==> src/rtl/snake_pkg.sv <==
// Shared types for the snake body tracker: cell coordinates, FSM states,
// and the default buffer sizing.
package snake_pkg;

   localparam int POS_W            = 8;
   localparam int DEFAULT_MAX_LEN  = 32;
   localparam int DEFAULT_INIT_LEN = 3;

   typedef struct packed {
      logic [POS_W/2-1:0] x;
      logic [POS_W/2-1:0] y;
   } pos_t;

   typedef enum logic [1:0] {
      IDLE,
      WRITE,
      SCAN,
      DONE
   } body_state_t;

   function automatic logic same_cell(input pos_t a, input pos_t b);
      return (a.x == b.x) && (a.y == b.y);
   endfunction

endpackage

==> src/rtl/snake_ram.sv <==
// Segment storage: one synchronous write port for the new head and two
// asynchronous read ports, one for the tail release and one for the scan.
module snake_ram
   import snake_pkg::*;
#(
   parameter int DEPTH = DEFAULT_MAX_LEN,
   parameter int AW    = $clog2(DEPTH)
) (
   input  logic          clk,
   input  logic          wr_en,
   input  logic [AW-1:0] wr_addr,
   input  pos_t          wr_data,
   input  logic [AW-1:0] tail_addr,
   output pos_t          tail_data,
   input  logic [AW-1:0] scan_addr,
   output pos_t          scan_data
);

   pos_t mem [DEPTH];

   // Contents need no reset: only cells between the pointers are ever read.
   always_ff @(posedge clk) begin
      if (wr_en) begin
         mem[wr_addr] <= wr_data;
      end
   end

   assign tail_data = mem[tail_addr];
   assign scan_data = mem[scan_addr];

endmodule

==> src/rtl/snake_body.sv <==
// Snake body tracker: circular buffer of occupied cells with length control,
// tail release and a one-entry-per-cycle head-versus-body collision scan.
module snake_body
   import snake_pkg::*;
#(
   parameter int MAX_LEN  = DEFAULT_MAX_LEN,
   parameter int INIT_LEN = DEFAULT_INIT_LEN
) (
   input  logic                     clk,
   input  logic                     reset,
   input  logic                     step,
   input  pos_t                     headPos,
   input  logic                     grow,
   output logic                     busy,
   output logic                     tailValid,
   output pos_t                     tailPos,
   output logic                     collision,
   output logic                     done,
   output logic [$clog2(MAX_LEN):0] length
);

   localparam int AW = $clog2(MAX_LEN);
   localparam int LW = AW + 1;

   body_state_t     state;
   logic [AW-1:0]   wr_ptr;
   logic [AW-1:0]   rd_ptr;
   logic [AW-1:0]   scan_idx;
   logic [LW-1:0]   scan_left;
   pos_t            head;
   logic            grow_req;

   pos_t            tail_data;
   pos_t            scan_data;
   logic            wr_en;
   logic            grow_eff;
   logic            extend;
   logic [LW-1:0]   new_len;
   logic [AW-1:0]   new_rd;

   snake_ram #(
      .DEPTH (MAX_LEN)
   ) u_ram (
      .clk       (clk),
      .wr_en     (wr_en),
      .wr_addr   (wr_ptr),
      .wr_data   (head),
      .tail_addr (rd_ptr),
      .tail_data (tail_data),
      .scan_addr (scan_idx),
      .scan_data (scan_data)
   );

   // Until INIT_LEN segments exist every step grows; at full a grow becomes a move.
   always_comb begin
      wr_en    = (state == WRITE);
      grow_eff = grow_req || (length < LW'(INIT_LEN));
      extend   = grow_eff && (length < LW'(MAX_LEN));
      new_len  = extend ? length + 1'b1 : length;
      new_rd   = extend ? rd_ptr : rd_ptr + 1'b1;
   end

   always_ff @(posedge clk or posedge reset) begin
      if (reset) begin
         state     <= IDLE;
         wr_ptr    <= '0;
         rd_ptr    <= '0;
         scan_idx  <= '0;
         scan_left <= '0;
         head      <= '0;
         grow_req  <= 1'b0;
         length    <= '0;
         busy      <= 1'b0;
         tailValid <= 1'b0;
         tailPos   <= '0;
         collision <= 1'b0;
         done      <= 1'b0;
      end else begin
         tailValid <= 1'b0;
         done      <= 1'b0;
         case (state)
            IDLE, DONE: begin
               if (step) begin
                  head     <= headPos;
                  grow_req <= grow;
                  busy     <= 1'b1;
                  state    <= WRITE;
               end else begin
                  state <= IDLE;
               end
            end
            WRITE: begin
               wr_ptr    <= wr_ptr + 1'b1;
               rd_ptr    <= new_rd;
               length    <= new_len;
               scan_idx  <= new_rd;
               scan_left <= new_len - 1'b1;
               if (!extend) begin
                  tailPos   <= tail_data;
                  tailValid <= 1'b1;
               end
               if (new_len >= LW'(2)) begin
                  state <= SCAN;
               end else begin
                  state <= DONE;
                  done  <= 1'b1;
                  busy  <= 1'b0;
               end
            end
            SCAN: begin
               // The freshly written head sits just past the last scanned entry.
               if (same_cell(scan_data, head)) begin
                  collision <= 1'b1;
               end
               if (scan_left == LW'(1)) begin
                  state <= DONE;
                  done  <= 1'b1;
                  busy  <= 1'b0;
               end else begin
                  scan_left <= scan_left - 1'b1;
                  scan_idx  <= scan_idx + 1'b1;
               end
            end
            default: begin
               state <= IDLE;
            end
         endcase
      end
   end

endmodule

==> config.mk <==
export PLATFORM = sky130hd
export DESIGN_NAME = snake_body
export DESIGN_NICKNAME = d
export VERILOG_FILES = /design/src/rtl/snake_pkg.sv /design/src/rtl/snake_ram.sv /design/src/rtl/snake_body.sv
export SDC_FILE = /design/constraint.sdc
export NUM_CORES = 1
export LEC_CHECK = 0
export ABC_AREA = 1
export ABC_CLOCK_PERIOD_IN_PS = 4900
export BUFFER_PORTS_ARGS = -buffer_cell sky130_fd_sc_hd__clkbuf_2
export CORE_ASPECT_RATIO = 1.1
export CORE_MARGIN = 2
export CORE_UTILIZATION = 40
export CTS_CLUSTER_DIAMETER = 200
export DETAILED_ROUTE_END_ITERATION = 16
export PLACE_DENSITY = 0.6
export REMOVE_ABC_BUFFERS = 1
export SLEW_MARGIN = 20
export SYNTH_ARGS = -nofsm -noshare
export SYNTH_HDL_FRONTEND = slang
export SYNTH_HIERARCHICAL = 1
export SYNTH_SLANG_ARGS = --single-unit
==> constraint.sdc <==
create_clock -name clk -period 4.9 [get_ports clk]
set_clock_uncertainty 0.15 [all_clocks]
set_input_delay 0.245 -clock clk [delete_from_list [all_inputs] [get_ports clk]]
set_output_delay 0.245 -clock clk [all_outputs]
set_load 0.005 [all_outputs]
==> qor.json <==
{
  "status": {"value": "finished clean"},
  "fp-row-count": {"value": 77},
  "fill_cells": {"value": 3794},
  "cts_setup_buffers": {"value": 0},
  "clock_insertion_delay_worst_skew": {"value": 520, "unit": "ps"},
  "synth_common_cells": {"value": "803 x sky130_fd_sc_hd__nand2_1, 410 x sky130_fd_sc_hd__nand3_1, 256 x sky130_fd_sc_hd__edfxtp_1, 50 x sky130_fd_sc_hd__dfrtp_1, 44 x sky130_fd_sc_hd__nor2_1"},
  "clock_path_buffers": {"value": 3},
  "cp_top_family": {"value": "simple AND/OR/NAND/NOR gates"},
  "count_of_boundary_i_o_pins": {"value": 30},
  "critical_path.endpoint_type": {"value": "register"},
  "critical_path.endpoint": {"value": "u_ram/mem[5][7]"},
  "drt_iter0_markers": {"value": 1393},
  "share_of_synthesized_registers_carrying_an_async_set_or_reset": {"value": 0.1634},
  "ys_seq_elements": {"value": 306},
  "grt_use_met2": {"value": 0.3792},
  "top_usage_layer": {"value": "met2"},
  "fin_max_slew_vios": {"value": 0},
  "post_synth_num_cell_types": {"value": 43},
  "worst_slew_margin_rel": {"value": 0.2559},
  "max_freq": {"value": 319.2, "unit": "MHz"},
  "htreeDepth": {"value": 2},
  "yosys.area_share.adder": {"value": 0.007756},
  "routed-via-count": {"value": 13140},
  "die_h": {"value": 214.6, "unit": "um"},
  "setup_viol_count_final": {"value": 0},
  "global_route.usage.met3": {"value": 0.02721},
  "drcViolationCount": {"value": 0},
  "worst_hold_path_type": {"value": "in -> async"},
  "ff2ff_setup_slack": {"value": 1770, "unit": "ps"},
  "synth_compound_area_frac": {"value": 0.01815},
  "worst_r2r_startpoint": {"value": "state[1]"},
  "synth_xor_area_frac": {"value": 0.01194},
  "initial_utilization": {"value": 0.4035},
  "vdd_ir_drop_max": {"value": 0.4690, "unit": "mV"},
  "arrival": {"value": 3120, "unit": "ps"},
  "grt_start_max_net_pins": {"value": 74},
  "synth_warnings": {"value": 6},
  "nets": {"value": 1857},
  "critical_path_required": {"value": 4890, "unit": "ps"},
  "tightest_slew": {"value": 1112, "unit": "ps"},
  "placed_cells_incl_taps": {"value": 2300},
  "cts_made_buffers": {"value": 35},
  "synth_simple_gate_area_frac": {"value": 0.3406},
  "r2r_cells": {"value": 4},
  "area_growth_syn_to_layout": {"value": 8.509, "unit": "%"},
  "power-per-cell-area": {"value": 643.7, "unit": "mW/mm2"},
  "final-instance-count-excl-fill": {"value": 2371},
  "grt_util_all_layers": {"value": 0.2297},
  "path_cells": {"value": "inv_1 > ha_1 > nand3_1 > nor2_1"},
  "yosysSeqAreaShare": {"value": 0.5541},
  "buffer_ports.inserted": {"value": 29},
  "dr.pass1.iters": {"value": 5},
  "critical_path.n_buffers_inverters": {"value": 1},
  "core": {"value": 0.03998, "unit": "mm2"},
  "antenna-diode-count": {"value": 0},
  "start_kind": {"value": "register"},
  "report.power.total": {"value": 0.01127, "unit": "W"},
  "synthDominantCellAreaShare": {"value": 0.4765},
  "clkSlewWorstSetupHoldPaths": {"value": 60, "unit": "ps"},
  "critical_path_cell_count": {"value": 4},
  "final-hold-violation-count": {"value": 0},
  "postRouteWirelength": {"value": 48460, "unit": "um"},
  "mappedNetlistArea": {"value": 0.01613, "unit": "mm2"},
  "dominant_combinational_cell_family_by_area_after_synthesis": {"value": "simple AND/OR/NAND/NOR gates"},
  "ys_top_cells_by_area": {"value": "sky130_fd_sc_hd__edfxtp_1 48%, sky130_fd_sc_hd__nand2_1 19%, sky130_fd_sc_hd__nand3_1 13%"},
  "dp_hpwl": {"value": 28900, "unit": "um"},
  "final.period_utilization": {"value": 0.6394},
  "cts_resized": {"value": 0},
  "p_leak": {"value": 7.164, "unit": "nW"},
  "grt_setup_unrepaired": {"value": "no"},
  "synth_enable_flop_cells": {"value": 256},
  "clockRootBuffer": {"value": "sky130_fd_sc_hd__clkbuf_16"},
  "grt_first_pass_wirelength": {"value": 73520, "unit": "um"},
  "route.detailed.vias_per_inst": {"value": 5.542},
  "drive_above_1_share": {"value": 0.08019},
  "maxCapViolCount": {"value": 0},
  "crit-reg2reg-capture": {"value": "u_ram/mem[5][7]"},
  "synth.area.mux_share": {"value": 0.002792},
  "worstSetupStartpoint": {"value": "state[1]"},
  "globalplace.congestion": {"value": 0.9362},
  "wire_per_inst": {"value": 20.44, "unit": "um"},
  "synthCells": {"value": 1841},
  "first_global_vias": {"value": 12470},
  "timing.setup.critical_path_class": {"value": "reg -> reg"},
  "detail_route_antenna_nets": {"value": 0},
  "tns": {"value": 0, "unit": "ps"},
  "critical-path-slowest-cell": {"value": "sky130_fd_sc_hd__nor2_1"},
  "cts_num_sinks": {"value": 306},
  "critPathMaxStageDelay": {"value": 1020, "unit": "ps"},
  "total_of_hold_buffers_inserted_after_clock_tree_synthesis": {"value": 11},
  "die_footprint": {"value": 0.04195, "unit": "mm2"},
  "cts_tree": {"value": "built"},
  "gr-total-overflow": {"value": 0},
  "die_w": {"value": 195.5, "unit": "um"},
  "grt_antenna_before_repair": {"value": 0},
  "synthMostInstantiatedCell": {"value": "sky130_fd_sc_hd__nand2_1"},
  "postSynth.topFlopCell": {"value": "sky130_fd_sc_hd__edfxtp_1"},
  "globalRouteMet1Util": {"value": 0.3057},
  "post_synth.cell_area_avg": {"value": 8.762, "unit": "um2"},
  "critical_path_peak_fanout": {"value": 16},
  "synthDominantAreaCellType": {"value": "sky130_fd_sc_hd__edfxtp_1"},
  "timing.final.crit_period": {"value": 3133, "unit": "ps"}
}
worst register-to-register path, stage by stage, from the launching register on:
cell and delay (ps):
sky130_fd_sc_hd__dfrtp_1 380, sky130_fd_sc_hd__inv_1 70, sky130_fd_sc_hd__ha_1 570, sky130_fd_sc_hd__nand3_1 560, sky130_fd_sc_hd__nor2_1 1020
area by class of cell:
class | instances | area (um2) | share of cell area
Sequential cell | 306 | 8949 | 0.5112
Tap cell | 513 | 641.9 | 0.03667
Clock inverter | 14 | 96.34 | 0.005504
Inverter | 53 | 212.7 | 0.01215
Multi-Input combinational cell | 1370 | 6150 | 0.3513
Clock buffer | 46 | 969.7 | 0.05540
Timing Repair Buffer | 69 | 485.5 | 0.02773
state kept, by name, summed over array words and instances, names as in the netlist, 5 cells and up:
signal,count
u_ram/mem,256
head,8
tailPos,8
length,6
scan_left,6
rd_ptr,5
scan_idx,5
wr_ptr,5
cells in the final DEF, fill, tap and decap left out, types with 4 or more instances in the layout:
cell type / synthesis / layout
sky130_fd_sc_hd__dlygate4sd3_1: 0 / 11
sky130_fd_sc_hd__mux2_2: 4 / 4
sky130_fd_sc_hd__edfxtp_1: 256 / 256
sky130_fd_sc_hd__nand4_1: 8 / 8
sky130_fd_sc_hd__a21oi_1: 17 / 17
sky130_fd_sc_hd__o21ai_0: 18 / 18
sky130_fd_sc_hd__clkinv_1: 1 / 8
sky130_fd_sc_hd__xor2_1: 10 / 10
sky130_fd_sc_hd__inv_4: 3 / 5
sky130_fd_sc_hd__nor2_1: 44 / 44
sky130_fd_sc_hd__nand2_4: 4 / 4
sky130_fd_sc_hd__xnor2_1: 7 / 7
sky130_fd_sc_hd__ha_1: 10 / 10
sky130_fd_sc_hd__nand3_1: 410 / 410
sky130_fd_sc_hd__clkinv_2: 0 / 4
sky130_fd_sc_hd__nor2_2: 5 / 5
sky130_fd_sc_hd__clkbuf_16: 0 / 37
sky130_fd_sc_hd__clkbuf_1: 18 / 8
sky130_fd_sc_hd__inv_1: 43 / 41
sky130_fd_sc_hd__clkbuf_2: 0 / 29
sky130_fd_sc_hd__dfrtp_1: 50 / 46
sky130_fd_sc_hd__nand2_1: 803 / 803
sky130_fd_sc_hd__inv_2: 6 / 5
sky130_fd_sc_hd__buf_4: 15 / 28
worst min-delay path by stage:
| stage | from | end | slack (ps) | cells after the start |
|---|---|---|---|---|
| after detailed placement | busy | busy | 320 | 2 |
| after floorplan | headPos[0] | head[0] | 250 | 1 |
| after global routing | reset | length[3] | 350 | 4 |
| after CTS | reset | length[4] | 330 | 4 |
| final | reset | length[3] | 320 | 4 |
| after global placement | tailPos[7] | tailPos[7] | 310 | 2 |
where the power goes:
part | leakage, nW | internal (W) | switching (W)
Clock | 0.518 | 0.00144 | 0.00102
Combinational | 3.73 | 0.00144 | 0.00355
Sequential | 2.91 | 0.00340 | 0.000404
Total | 7.16 | 0.00629 | 0.00498
cell families after synthesis:
logic type	Yosys count
flops	306
simple gates	1287
mux	4
fa+ha+maj	10
compound gates	50
xor+xnor	19
buf+inv	165
per-layer routing:
layer,vias to the layer above,share of wire,wire (um)
met5,-,0,0
met1,6277,0.41,19820
met3,102,0.074,3609
met4,0,0.039,1875
met2,604,0.48,23160
li1,6156,-,-
per-stage QoR:
step	setup slack (ps)	util	hold slack, ps	instance area [um2]
after floorplan	-219.6	-	245.6	15290
after global placement	1852	0.4084	305.7	16330
after detailed placement	1817	0.4084	315.8	16330
after CTS	1795	0.4378	326.2	17500
after global routing	1583	0.4378	345.2	17500
final	1767	0.4378	321.3	17500
Note: power is estimated with default switching activity, not from simulation.
